<file path="config.mk">
export PLATFORM = sky130hd
export DESIGN_NAME = fetch_burst_scheduler
export DESIGN_NICKNAME = d
export VERILOG_FILES = /design/src/rtl/fetch_sched_pkg.sv /design/src/rtl/fetch_addr_gen.sv /design/src/rtl/fetch_burst_scheduler.sv
export SDC_FILE = /design/constraint.sdc
export NUM_CORES = 1
export LEC_CHECK = 0
export ABC_AREA = 1
export CAP_MARGIN = 25
export CELL_PAD_IN_SITES_DETAIL_PLACEMENT = 1
export CELL_PAD_IN_SITES_GLOBAL_PLACEMENT = 2
export CORE_MARGIN = 5
export CORE_UTILIZATION = 30
export CTS_BUF_LIST = sky130_fd_sc_hd__clkbuf_16
export DETAILED_ROUTE_END_ITERATION = 10
export MAX_ROUTING_LAYER = met4
export PLACE_DENSITY_LB_ADDON = 0.1
export SYNTH_ARGS = -nofsm -noshare
export SYNTH_HDL_FRONTEND = slang
export SYNTH_SLANG_ARGS = --single-unit
export TNS_END_PERCENT = 30
</file>
<file path="constraint.sdc">
create_clock -name ACLK -period 2.85 [get_ports ACLK]
set_input_delay 0.4275 -clock ACLK [delete_from_list [all_inputs] [get_ports ACLK]]
set_output_delay 0.4275 -clock ACLK [all_outputs]
set_load 0.01 [all_outputs]
</file>
<file path="src/rtl/fetch_sched_pkg.sv">
// Purpose: shared FSM state type, RRESP codes and sizing helper for the fetch burst scheduler.
// Latency: none, declarations only.
// Backpressure: none, declarations only.
package fetch_sched_pkg;

   typedef enum logic [1:0] {
      IDLE  = 2'd0,
      ISSUE = 2'd1,
      DRAIN = 2'd2,
      FIN   = 2'd3
   } state_e;

   localparam logic [1:0] OKAY   = 2'b00;
   localparam logic [1:0] EXOKAY = 2'b01;
   localparam logic [1:0] SLVERR = 2'b10;
   localparam logic [1:0] DECERR = 2'b11;

   // Width of a counter that must hold 0..max_outst inclusive.
   function automatic int outst_w(input int max_outst);
      return $clog2(max_outst + 1);
   endfunction

endpackage

</file>
<file path="src/rtl/fetch_addr_gen.sv">
// Purpose: row address accumulator; load latches base and stride, advance adds stride (wraps mod 2^ADDR_W).
// Latency: addr_o reflects a load or advance one cycle after the strobe.
// Backpressure: none; advance_i is only pulsed on an accepted command, so addr_o is stable while a command waits.
// Ports: clk/rst_n clock and async active-low reset; load_i, base_i, stride_i start a new scan;
//        advance_i steps to the next row; addr_o current row start address.
module fetch_addr_gen
   import fetch_sched_pkg::*;
#(
   parameter int ADDR_W = 32
) (
   input  logic              clk,
   input  logic              rst_n,
   input  logic              load_i,
   input  logic              advance_i,
   input  logic [ADDR_W-1:0] base_i,
   input  logic [ADDR_W-1:0] stride_i,
   output logic [ADDR_W-1:0] addr_o
);

   logic [ADDR_W-1:0] addr_q, addr_d;
   logic [ADDR_W-1:0] stride_q, stride_d;

   always_comb begin
      addr_d   = addr_q;
      stride_d = stride_q;
      if (load_i) begin
         addr_d   = base_i;
         stride_d = stride_i;
      end else if (advance_i) begin
         addr_d = addr_q + stride_q;
      end
   end

   always_ff @(posedge clk or negedge rst_n) begin
      if (!rst_n) begin
         addr_q   <= '0;
         stride_q <= '0;
      end else begin
         addr_q   <= addr_d;
         stride_q <= stride_d;
      end
   end

   assign addr_o = addr_q;

endmodule

</file>
<file path="src/rtl/fetch_burst_scheduler.sv">
// Purpose: turns a table scan (base, stride, rows, beats) into one AXI read burst command per row.
// Latency: first command valid the cycle after start; done pulses two cycles after the last completion.
// Backpressure: cmd_valid/addr/len hold until cmd_ready; at most MAX_OUTST bursts are in flight.
// Ports: ACLK/ARESETN clock and async active-low reset; cfg_* scan configuration sampled on cfg_start;
//        cmd_* burst command handshake; cpl_* burst completions; busy/done/error/rows_done status.
module fetch_burst_scheduler
   import fetch_sched_pkg::*;
#(
   parameter int ADDR_W    = 32,
   parameter int ROWS_W    = 16,
   parameter int MAX_OUTST = 4
) (
   input  logic              ACLK,
   input  logic              ARESETN,
   input  logic              cfg_start,
   input  logic [ADDR_W-1:0] cfg_base_addr,
   input  logic [ADDR_W-1:0] cfg_row_stride,
   input  logic [ROWS_W-1:0] cfg_row_count,
   input  logic [8:0]        cfg_beats,
   output logic              cmd_valid,
   input  logic              cmd_ready,
   output logic [ADDR_W-1:0] cmd_addr,
   output logic [7:0]        cmd_len,
   input  logic              cpl_valid,
   input  logic [1:0]        cpl_resp,
   output logic              busy,
   output logic              done,
   output logic              error,
   output logic [ROWS_W-1:0] rows_done
);

   localparam int               OUT_W = outst_w(MAX_OUTST);
   localparam logic [OUT_W-1:0] MAX_O = OUT_W'(MAX_OUTST);

   state_e            state_q, state_d;
   logic [ROWS_W-1:0] rows_q, rows_d;
   logic [ROWS_W-1:0] issued_q, issued_d;
   // Completed-burst count; it is the same quantity reported on rows_done.
   logic [ROWS_W-1:0] cpl_cnt_q, cpl_cnt_d;
   logic [OUT_W-1:0]  outst_q, outst_d;
   logic [7:0]        len_q, len_d;
   logic              err_q, err_d;
   logic              pend_q, pend_d;
   logic              done_q, done_d;

   logic start_acc, beats_bad, can_issue, hs, cpl_ok, cpl_err;

   assign start_acc = (state_q == IDLE) && cfg_start;
   assign beats_bad = (cfg_beats == 9'd0) || (cfg_beats > 9'd256);
   assign can_issue = (issued_q < rows_q) && (outst_q < MAX_O) && !err_q;
   // pend_q keeps an already-offered command alive even if error rises before it is accepted.
   assign cmd_valid = (state_q == ISSUE) && (pend_q || can_issue);
   assign hs        = cmd_valid && cmd_ready;
   // Completions only matter during a scan; with nothing outstanding they are spurious.
   assign cpl_ok    = (state_q != IDLE) && cpl_valid && (outst_q != '0);
   assign cpl_err   = (state_q != IDLE) && cpl_valid && ((outst_q == '0) || (cpl_resp != OKAY));

   always_comb begin
      state_d   = state_q;
      rows_d    = rows_q;
      issued_d  = issued_q;
      cpl_cnt_d = cpl_cnt_q;
      outst_d   = outst_q;
      len_d     = len_q;
      err_d     = err_q;
      pend_d    = cmd_valid && !cmd_ready;
      done_d    = (state_q == FIN);

      if (start_acc) begin
         rows_d    = cfg_row_count;
         len_d     = 8'(cfg_beats - 9'd1);
         issued_d  = '0;
         cpl_cnt_d = '0;
         outst_d   = '0;
         err_d     = beats_bad;
      end else begin
         if (hs) begin
            issued_d = issued_q + ROWS_W'(1);
         end
         if (cpl_ok) begin
            cpl_cnt_d = cpl_cnt_q + ROWS_W'(1);
         end
         if (hs && !cpl_ok) begin
            outst_d = outst_q + OUT_W'(1);
         end else if (!hs && cpl_ok) begin
            outst_d = outst_q - OUT_W'(1);
         end
         if (cpl_err) begin
            err_d = 1'b1;
         end
      end

      case (state_q)
         IDLE: begin
            if (cfg_start) begin
               state_d = (beats_bad || (cfg_row_count == '0)) ? FIN : ISSUE;
            end
         end
         ISSUE: begin
            if ((issued_q == rows_q) || (err_q && !pend_q)) begin
               state_d = DRAIN;
            end
         end
         DRAIN: begin
            if (outst_q == '0) begin
               state_d = FIN;
            end
         end
         FIN:     state_d = IDLE;
         default: state_d = IDLE;
      endcase
   end

   always_ff @(posedge ACLK or negedge ARESETN) begin
      if (!ARESETN) begin
         state_q   <= IDLE;
         rows_q    <= '0;
         issued_q  <= '0;
         cpl_cnt_q <= '0;
         outst_q   <= '0;
         len_q     <= '0;
         err_q     <= 1'b0;
         pend_q    <= 1'b0;
         done_q    <= 1'b0;
      end else begin
         state_q   <= state_d;
         rows_q    <= rows_d;
         issued_q  <= issued_d;
         cpl_cnt_q <= cpl_cnt_d;
         outst_q   <= outst_d;
         len_q     <= len_d;
         err_q     <= err_d;
         pend_q    <= pend_d;
         done_q    <= done_d;
      end
   end

   fetch_addr_gen #(
      .ADDR_W(ADDR_W)
   ) u_addr_gen (
      .clk      (ACLK),
      .rst_n    (ARESETN),
      .load_i   (start_acc),
      .advance_i(hs),
      .base_i   (cfg_base_addr),
      .stride_i (cfg_row_stride),
      .addr_o   (cmd_addr)
   );

   // busy covers ISSUE, DRAIN and FIN; done is raised on the following (IDLE) cycle.
   assign busy      = (state_q != IDLE);
   assign done      = done_q;
   assign error     = err_q;
   assign rows_done = cpl_cnt_q;
   assign cmd_len   = len_q;

endmodule

</file>
==> results of run 1 <==
==> path summary, 6_finish.rpt <==
| check | from | endpoint | cells after the start |
|---|---|---|---|
| min in group asynchronous | ARESETN | rows_q[4] | 2 |
| max in group asynchronous | ARESETN | u_addr_gen.addr_o[19] | 3 |
| hold reg to reg | rows_q[2] | rows_q[2] | 2 |
| setup reg to reg | issued_q[11] | outst_q[2] | 13 |
| setup / recovery | issued_q[11] | cmd_valid | 9 |
| hold / removal | rows_q[2] | rows_q[2] | 2 |
==> kinds of logic (layout without fill, tap and decap cells) <==
family / after synthesis / in the layout / synth area share (%)
AO/OA/AOI/OAI: 167 / 167 / 11.2
XOR/XNOR: 30 / 30 / 3.13
adder cells (fa/ha/maj): 58 / 58 / 8.82
buffers and inverters: 168 / 336 / 7.86
flip-flops: 128 / 128 / 38.1
multiplexers: 1 / 1 / 0.119
AND/OR/NAND/NOR: 618 / 618 / 30.8
==> where the power goes <==
| group | internal [mW] | switching, mW |
|---|---|---|
| logic | 2.51 | 3.89 |
| clock network | 1.59 | 0.980 |
| registers | 2.49 | 0.507 |
==> cell usage after synthesis, drive strengths merged <==
| cell | count |
|---|---|
| a211oi | 1 |
| a21o | 5 |
| a21oi | 53 |
| a221oi | 1 |
| a311oi | 1 |
| a31oi | 3 |
| and2 | 1 |
| and3 | 1 |
| buf | 12 |
| clkbuf | 19 |
| clkinv | 1 |
| dfrtp | 128 |
| fa | 2 |
| ha | 56 |
| inv | 136 |
| mux2i | 1 |
| nand2 | 415 |
| nand3 | 64 |
| nand3b | 5 |
| nand4 | 21 |
| nor2 | 85 |
| nor3 | 19 |
| nor4 | 4 |
| o211ai | 16 |
| o21a | 3 |
| o21ai | 72 |
| o22ai | 1 |
| o31ai | 11 |
| or2 | 3 |
| xnor2 | 16 |
| xor2 | 14 |
==> per-layer routing <==
| layer | up-vias | share of wire [%] | wire length (um) |
|---|---|---|---|
| met4 | 0 | 1.2 | 326 |
| met5 | - | 0 | 0 |
| li1 | 4097 | - | - |
| met2 | 127 | 45 | 12300 |
| met1 | 3813 | 50 | 13700 |
| met3 | 19 | 3.6 | 979 |
==> worst max-delay path, stage by stage (launching register included) <==
cell and delay, ns:
dfrtp_1 0.45, ha_1 0.34, nand4_1 0.11, nor3_2 0.16, nand2_1 0.09, nand2_1 0.09, nand2_2 0.09, nand2_1 0.11
inv_1 0.04, dlygate4sd2_1 0.27
==> state kept, by name, indices dropped and copies added (netlist names) <==
signal               flops
u_addr_gen.addr_o       32
error                    1
cmd_len                  8
rows_q                  16
outst_q                  3
u_addr_gen.stride_q     32
rows_done               16
done                     1
pend_q                   1
issued_q                16
state_q                  2
==> metrics by stage <==
step | power [mW] | util [%] | cell area (um2)
floorplan | 7.18 | - | 8400
global placement | 9.42 | 37.6 | 10400
detailed placement | 9.51 | 37.6 | 10400
CTS | 12.2 | 40.1 | 11100
global route | 13.1 | 40.1 | 11100
finish | 12.0 | 40.1 | 11100
==> layout make-up <==
type	instances	area, um2	area share, %
Multi-Input combinational cell	874	4550	41.0
Sequential cell	128	3200	28.8
Timing Repair Buffer	167	1690	15.3
Inverter	137	514	4.63
Tap cell	378	473	4.26
Clock buffer	17	425	3.83
Clock inverter	15	245	2.21
==> timing repair <==
item,4_1_cts,5_1_grt
resized for setup,2,0
hold buffers,1,0
setup buffers,1,0
endpoints found under the hold margin,45,0
setup endpoints to repair,1,0
==> flow_summary.yaml, run 1 <==
global_route:
  antenna_found_initial: 0
  grtUsageMet3_pct: 3.62
  grt_use_total_pct: 18.3
  met1_usage_pct: 25.0
  overflow: 0
  grtUsageMet2_pct: 28.2
  grt_first_pass_wirelength_mm: 44.8
  grt.busiest_layer: "met2"
  grt_max_degree: 84
  grt_pass1_vias: 8463
synth:
  syn_inst: 1170
  ys_types: 43
  ys_top_cells_by_area: "dfrtp_1 38%, nand2_1 18%, ha_1 8.3%"
  yosysWarnings: 0
  synth_seq_cells: 128
  netlist_area_um2: 8400
  ys_seq_area_share_pct: 38.1
  syn_avg_cell_area_um2: 7.18
  yosys.area.top_type: "dfrtp_1"
  synth_nets: 1324
  synth_top_area_share_pct: 38.1
floorplanning:
  ios: 156
  fp.dieH_um: 177
  core_area_um2: 27700
  initial_core_util_pct: 30.3
  num_rows: 61
  die_x_um: 177
  die_area_um2: 31500
worst_setup_path:
  required_ns: 2.42
  crit_arrival_ns: 2.18
  worstSetupPathType: "reg2out"
  crit_path_end_kind: "output port"
  rrSetupSlack_ns: 0.29
  start_kind: "flip-flop"
  cp_max_fo: 6
timing:
  post-route-period-util_pct: 91.4
  maxSlewViolCount: 0
  rsz0062_at_grt: "false"
  skew_ns: 0.0138
  tightest_slew_ns: 0.950
  setup_viol: 0
  tns_ns: 0
  hold_slack_ns: 0.485
  min_period_ns: 2.61
  setup_ws_ns: 0.245
  max_freq_mhz: 384
  hold_viol_final: 0
  relSlewSlack_pct: 36.6
clock_network:
  cts.sinks: 128
  root_buffer: "clkbuf_16"
  cts_max_level: 4
  cts_tree: "built"
  path_clk_slew_ns: 0.07
  numCtsBuffers: 17
  insertion_delay_ns: 0.43
  cts_buffer_depth: 2
worst_hold_path:
  hp-class: "reg2reg"
placed_design:
  port_buffers: 155
  place.gp.congestion: 0.820
  post-place-ws_ns: 0.240
  placed_cells: 1682
  dp_hpwl_mm: 20.7
drt:
  drt_iter0_drc: 312
  drtPass1Iterations: 4
  final_antenna_net_count: 0
  num_vias: 8056
  drc_errors: 0
  wl_mm: 27.3
  avgRoutedWirePerCell_um: 15.9
  via_per_inst: 4.69
layout:
  final_net_count: 1479
  layout_common_cells: "410 x nand2_1, 153 x clkdlybuf4s50_1, 133 x inv_1"
  diodes: 0
  n_fill_cell: 3416
  drive_gt1_share_pct: 4.78
  layout_commonest_cell: "nand2_1"
  final_cells: 1716
  synthToLayoutAreaGrowth_pct: 32.2
power_and_ir_drop:
  peakVddDrop_mv: 0.332
  p_leak_nw: 5.50
  cellPowerDensity_nw_per_um2: 1080
flow_run:
  cap_violations: 0
run_status:
  status: "finished, final reports clean"
Note: power is estimated with default switching activity, not from simulation.
==> inputs of run 2 (changes only) <==
--- a/config.mk
+++ b/config.mk
@@ -6,12 +6,14 @@
 export NUM_CORES = 1
 export LEC_CHECK = 0
 export ABC_AREA = 1
+export ABC_CLOCK_PERIOD_IN_PS = 3300
 export CAP_MARGIN = 25
 export CELL_PAD_IN_SITES_DETAIL_PLACEMENT = 1
 export CELL_PAD_IN_SITES_GLOBAL_PLACEMENT = 2
 export CORE_MARGIN = 5
-export CORE_UTILIZATION = 30
+export CORE_UTILIZATION = 32
 export CTS_BUF_LIST = sky130_fd_sc_hd__clkbuf_16
+export CTS_CLUSTER_DIAMETER = 100
 export DETAILED_ROUTE_END_ITERATION = 10
 export MAX_ROUTING_LAYER = met4
 export PLACE_DENSITY_LB_ADDON = 0.1
==> constraint.sdc (replaced) <==
create_clock -name ACLK -period 3.3 [get_ports ACLK]
set_input_delay 0.495 -clock ACLK [delete_from_list [all_inputs] [get_ports ACLK]]
set_output_delay 0.495 -clock ACLK [all_outputs]
set_load 0.01 [all_outputs]
==> flow_summary.yaml, run 2 (synthesized netlist as in run 1, its figures left out) <==
drt:
  wl_met3_mm: 1.13
  drt-met1-wl_mm: 13.7
  drt_iter0_drc: 379
  drc_errors: 0
  top_layer: "met4"
  num_vias: 7985
  wl_mm: 27.0
  drtPass1Iterations: 4
  via_per_inst: 4.78
  final_antenna_net_count: 0
  wl_met2_mm: 12.0
  avgRoutedWirePerCell_um: 16.2
global_route:
  grt_use_total_pct: 19.2
  overflow: 0
  grt_max_degree: 73
  grt_first_pass_wirelength_mm: 44.1
  antenna_found_initial: 0
  grt_pass1_vias: 8487
clock_network:
  cts_buffer_depth: 2
  cts.sinks: 128
  path_clk_slew_ns: 0.07
  numCtsBuffers: 17
  root_buffer: "clkbuf_16"
  cts_tree: "built"
  cts_setup_buffers: 0
  cts_max_level: 4
  insertion_delay_ns: 0.43
  hold_buffers: 0
  cts_resized: 0
floorplanning:
  core_area_um2: 26000
  fp.dieH_um: 172
  die_x_um: 172
  initial_core_util_pct: 32.3
  die_area_um2: 29600
  num_rows: 59
  ios: 156
power_and_ir_drop:
  peakVddDrop_mv: 0.349
  seqPwrFrac_pct: 25.7
  cellPowerDensity_nw_per_um2: 920
  p_leak_nw: 5.42
  combPwrFrac_pct: 55.4
  pwr-share-clk_pct: 18.9
  p_sw_share_pct: 46.4
  p_int_mw: 5.38
  netSwitchingPower_mw: 4.66
layout:
  synthToLayoutAreaGrowth_pct: 29.8
  final_net_count: 1477
  final_cell_area_um2: 10900
  layout_common_cells: "410 x nand2_1, 154 x clkdlybuf4s50_1, 134 x inv_1"
  drive_gt1_share_pct: 4.57
  layout_commonest_cell: "nand2_1"
timing:
  tns_ns: 0
  skew_ns: 0.0188
  rsz0062_at_grt: "false"
  maxSlewViolCount: 0
  hold_viol_final: 1
  tightest_slew_ns: 0.716
  post-route-period-util_pct: 89.3
  hold_slack_ns: -0.000787
  min_period_ns: 2.95
  setup_viol: 0
  max_freq_mhz: 339
  relSlewSlack_pct: 51.9
worst_setup_path:
  crit_arrival_ns: 2.45
  cp_max_fo: 5
  r2r_start: "u_addr_gen.addr_o[0]"
  start_kind: "flip-flop"
  rrSetupSlack_ns: 0.72
  cp-startpoint: "issued_q[7]"
  r2r_cells: 16
  worstSetupPathType: "reg2out"
  required_ns: 2.80
  crit_end: "cmd_valid"
  crit_path_end_kind: "output port"
  r2r-end: "u_addr_gen.addr_o[18]"
placed_design:
  placed_area_um2: 10300
  place.gp.congestion: 0.852
  port_buffers: 155
  dp_hpwl_mm: 20.8
run_status:
  status: "finished, violations left"
  violations: "negative hold slack"
worst_hold_path:
  hp-class: "in2async"
flow_run:
  cap_violations: 0
-- run 2: worst min-delay path by stage --
stage,start,to,slack [ns],depth (start not counted)
after floorplan,ARESETN,cmd_len[0],0.20,0
after global placement,u_addr_gen.stride_q[3],u_addr_gen.stride_q[3],0.47,2
after detailed placement,u_addr_gen.stride_q[12],u_addr_gen.stride_q[12],0.48,2
after CTS,ARESETN,rows_q[7],0.009,1
after global routing,ARESETN,rows_q[7],0.04,1
final,ARESETN,rows_q[6],-0.0008,1
-- run 2: final cells by class --
cell class,instances,area (um2)
clock inverter,15,146
clock buffer,17,425
inverter,137,514
fill,3250,15100
timing repair buffer,165,1650
antenna,1,2.50
multi-input combinational,874,4550
tap,335,419
sequential,128,3200
-- run 2: power by group through the flow --
stage	clock [mW]	sequential (mW)	combinational (mW)
global placement	0	2.61	5.54
global route	2.01	2.66	6.35
finish	1.90	2.58	5.56
detailed placement	0	2.61	5.62
floorplan	0	2.60	3.60
CTS	1.95	2.59	5.66
-- run 2: layer usage --
layer / vias to the layer above / track usage [%]
li1: 4099 / -
met1: 3744 / 26.8
met2: 121 / 29.2
met3: 21 / 3.59
met4: 0 / 3.96
met5: - / -
-- run 2: through the flow --
step,power [mW],cells,setup slack [ns],hold WS [ns],util [%]
floorplan,6.21,1170,1.05,0.199,-
global placement,8.15,1639,0.720,0.468,39.8
detailed placement,8.23,1639,0.724,0.477,39.8
CTS,10.2,1671,0.290,0.00943,42.0
global route,11.0,1671,0.187,0.0352,42.0
finish,10.0,1672,0.352,-0.000787,42.0
-- run 2: critical path, stage by stage (launching register included) --
cell and delay, ns:
dfrtp_1 0.44, ha_1 0.31, a21o_1 0.18, nor2_1 0.11, nand2_1 0.09, nand2_1 0.06, nand2_1 0.06, nand2_2 0.10
nand2_1 0.09, inv_1 0.06, clkdlybuf4s50_1 0.53
==> inputs of run 3 (changes only) <==
--- a/config.mk
+++ b/config.mk
@@ -5,13 +5,13 @@
 export SDC_FILE = /design/constraint.sdc
 export NUM_CORES = 1
 export LEC_CHECK = 0
-export ABC_AREA = 1
-export ABC_CLOCK_PERIOD_IN_PS = 3300
+export ABC_CLOCK_PERIOD_IN_PS = 3000
 export CAP_MARGIN = 25
 export CELL_PAD_IN_SITES_DETAIL_PLACEMENT = 1
 export CELL_PAD_IN_SITES_GLOBAL_PLACEMENT = 2
+export CORE_ASPECT_RATIO = 1.25
 export CORE_MARGIN = 5
-export CORE_UTILIZATION = 32
+export CORE_UTILIZATION = 31
 export CTS_BUF_LIST = sky130_fd_sc_hd__clkbuf_16
 export CTS_CLUSTER_DIAMETER = 100
 export DETAILED_ROUTE_END_ITERATION = 10
==> constraint.sdc (replaced) <==
create_clock -name ACLK -period 3 [get_ports ACLK]
set_input_delay 0.45 -clock ACLK [delete_from_list [all_inputs] [get_ports ACLK]]
set_output_delay 0.45 -clock ACLK [all_outputs]
set_load 0.01 [all_outputs]
==> flow_summary.yaml, run 3 <==
run_status:
  status: "finished, violations left"
  violations: "negative setup slack"
worst_setup_path:
  crit_path_top_delay_cell: "dfrtp_1"
  cp_max_fo: 2
  worstSetupPathType: "reg2reg"
  r2r-end: "u_addr_gen.addr_o[20]"
  start_kind: "flip-flop"
  rrSetupSlack_ns: -0.05
  worst-path-buf-inv: 1
  crit_arrival_ns: 3.36
  worstPathCellList: "ha_2, inv_2, fa_2, nor2b_4, o2111ai_4, nand3b_4, a21o_1, a41o_1, o41a_1, a221o_1, a31oi_1, xnor2_1, a221o_1"
  slowest_delay_ns: 0.39
  r2r_cells: 13
  required_ns: 3.31
  cp.depth: 13
  r2r_start: "u_addr_gen.addr_o[0]"
  cpMostUsedCell: "a221o_1"
  critPathTopFamily: "compound AO/OA/AOI/OAI gates"
  crit_path_end_kind: "flip-flop"
clock_network:
  insertion_delay_ns: 0.43
  numCtsBuffers: 17
  hold_buffers: 0
  root_buffer: "clkbuf_16"
  cts_tree: "built"
  cts_max_level: 4
  path_clk_slew_ns: 0.07
  cts.sinks: 128
  cts_buffer_depth: 2
placed_design:
  dp_hpwl_mm: 18.5
  place.gp.congestion: 0.802
  port_buffers: 155
  placed_area_um2: 9840
timing:
  maxSlewViolCount: 0
  hold_viol_final: 0
  hold_slack_ns: 0.0588
  rsz0062_at_grt: "true"
  relSlewSlack_pct: 42.7
  setup_viol: 2
  setup_ws_ns: -0.0511
  max_freq_mhz: 328
  skew_ns: 0.0126
  post-route-period-util_pct: 102
  min_period_ns: 3.05
  tightest_slew_ns: 0.860
floorplanning:
  num_rows: 64
  fp.dieH_um: 186
  die_area_um2: 28000
  ios: 156
  core_area_um2: 24400
  die_x_um: 151
  initial_core_util_pct: 31.4
synth:
  synth_edf_count: 0
  ys_types: 56
  synth_xor_area_share_pct: 6.29
  synthAdderAreaFrac_pct: 9.67
  ys_top_cells_by_area: "dfrtp_1 42%, ha_1 9.1%, nand2_1 8.6%"
  synthFlopType: "dfrtp_1"
  yosys.area.top_type: "dfrtp_1"
  synth.most_common_cell: "nand2_1"
  synth_nets: 1050
  synth_top_family_by_area: "simple AND/OR/NAND/NOR gates"
  yosysWarnings: 0
  async_flop_share_pct: 100
  synth_top_area_share_pct: 41.8
  synthMuxAreaShare_pct: 0.408
  synth.top_cells.by_count: "176 x nand2_1, 128 x dfrtp_1, 84 x nor2_1"
  synth_seq_cells: 128
  yosys.area_share.simple_pct: 22.0
  syn_inst: 896
  synth_compound_area_share_pct: 15.9
  netlist_area_um2: 7660
  syn_avg_cell_area_um2: 8.55
  ys_seq_area_share_pct: 41.8
global_route:
  antenna_found_initial: 0
  grt_first_pass_wirelength_mm: 39.0
  grt_use_total_pct: 18.2
  grt_max_degree: 86
  grt_pass1_vias: 7457
  overflow: 0
layout:
  diodes: 0
  layout_common_cells: "175 x nand2_1, 153 x clkdlybuf4s50_1, 127 x dfrtp_1"
  layout_commonest_cell: "nand2_1"
  final_cell_area_um2: 10500
  synthToLayoutAreaGrowth_pct: 36.8
  final_net_count: 1230
  drive_gt1_share_pct: 9.00
drt:
  drt_iter0_drc: 222
  wl_mm: 24.2
  drtPass1Iterations: 4
  avgRoutedWirePerCell_um: 17.1
  via_per_inst: 4.90
  drc_errors: 0
  final_antenna_net_count: 0
  num_vias: 6948
power_and_ir_drop:
  cellPowerDensity_nw_per_um2: 1020
  p_int_mw: 6.18
  combPwrFrac_pct: 54.8
  peakVddDrop_mv: 0.421
  seqPwrFrac_pct: 26.5
  netSwitchingPower_mw: 4.46
  p_sw_share_pct: 41.9
  finalPower_mw: 10.6
  pwr-share-clk_pct: 18.8
  p_leak_nw: 4.77
flow_run:
  cap_violations: 0
worst_hold_path:
  hp-class: "in2async"
run 3: cell count changes after synthesis, sizes merged, moves of 14 or more:
cell / previous run / this run
a21o: 5 / 20
inv: 136 / 40
nand2: 415 / 176
nand3: 64 / 26
xnor2: 16 / 30
run 3: final cells by class:
cell class / instances / area [um2]
repair buffers: 195 / 1920
fillers: 2847 / 13900
clock buffers: 17 / 425
inverters: 40 / 150
flip-flops and latches: 128 / 3200
well taps: 330 / 413
multi-input cells: 694 / 4240
clock inverters: 15 / 125
run 3: worst register-to-register path, cell delays in order, from the launching register on:
cell	delay, ns
dfrtp_1	0.39
ha_2	0.21
inv_2	0.06
fa_2	0.24
nor2b_4	0.06
o2111ai_4	0.21
nand3b_4	0.10
a21o_1	0.18
a41o_1	0.20
o41a_1	0.34
a221o_1	0.37
a31oi_1	0.21
xnor2_1	0.08
a221o_1	0.30
run 3: how the worst max path moves through the flow:
| stage | end | startpoint | slack (ns) |
|---|---|---|---|
| final | u_addr_gen.addr_o[20] | u_addr_gen.addr_o[0] | -0.05 |
| after global routing | u_addr_gen.addr_o[20] | u_addr_gen.addr_o[0] | -0.19 |
| after CTS | u_addr_gen.addr_o[20] | u_addr_gen.stride_q[0] | -0.06 |
| after detailed placement | u_addr_gen.addr_o[20] | u_addr_gen.stride_q[0] | -0.13 |
| after global placement | u_addr_gen.addr_o[20] | u_addr_gen.stride_q[0] | -0.07 |
| after floorplan | u_addr_gen.addr_o[20] | u_addr_gen.addr_o[0] | 0.007 |
run 3: what timing repair did:
item                                   in CTS  in global routing
endpoints found under the hold margin       0                  0
pin swaps                                   2                 12
setup endpoints to repair                   3                  8
resized for setup                           3                 13
setup buffers                               0                  5
run 3: layer usage:
metal / routed length (um) / GRT usage (%)
met3: 747 / 2.83
met4: 251 / 4.17
met1: 10400 / 21.3
met5: 0 / -
met2: 12900 / 32.8
run 3: kinds of logic (layout without fill, tap and decap cells):
family / after synthesis / in the layout
buffers and inverters: 74 / 267
multiplexers: 3 / 3
XOR/XNOR: 55 / 55
adder cells (fa/ha/maj): 58 / 58
AND/OR/NAND/NOR: 378 / 378
AO/OA/AOI/OAI: 200 / 200
flip-flops: 128 / 128
run 3: through the flow:
step           cells  util, %  worst slack [ns]  TNS, ns
3_3_place_gp    1382     40.3           -0.0674  -0.0674
6_report        1419     42.9           -0.0511  -0.0775
5_1_grt         1419     42.9            -0.190   -0.348
2_1_floorplan    896        -           0.00660        0
3_5_place_dp    1382     40.3            -0.131   -0.157
4_1_cts         1414     42.6           -0.0600  -0.0600
run 3: power by group through the flow:
stage	Clock [mW]	Combinational, mW	Sequential (mW)
floorplan	0	3.53	2.86
global placement	0	5.67	2.84
detailed placement	0	5.72	2.86
CTS	2.06	5.80	2.83
global route	2.14	6.51	2.90
finish	2.00	5.83	2.82
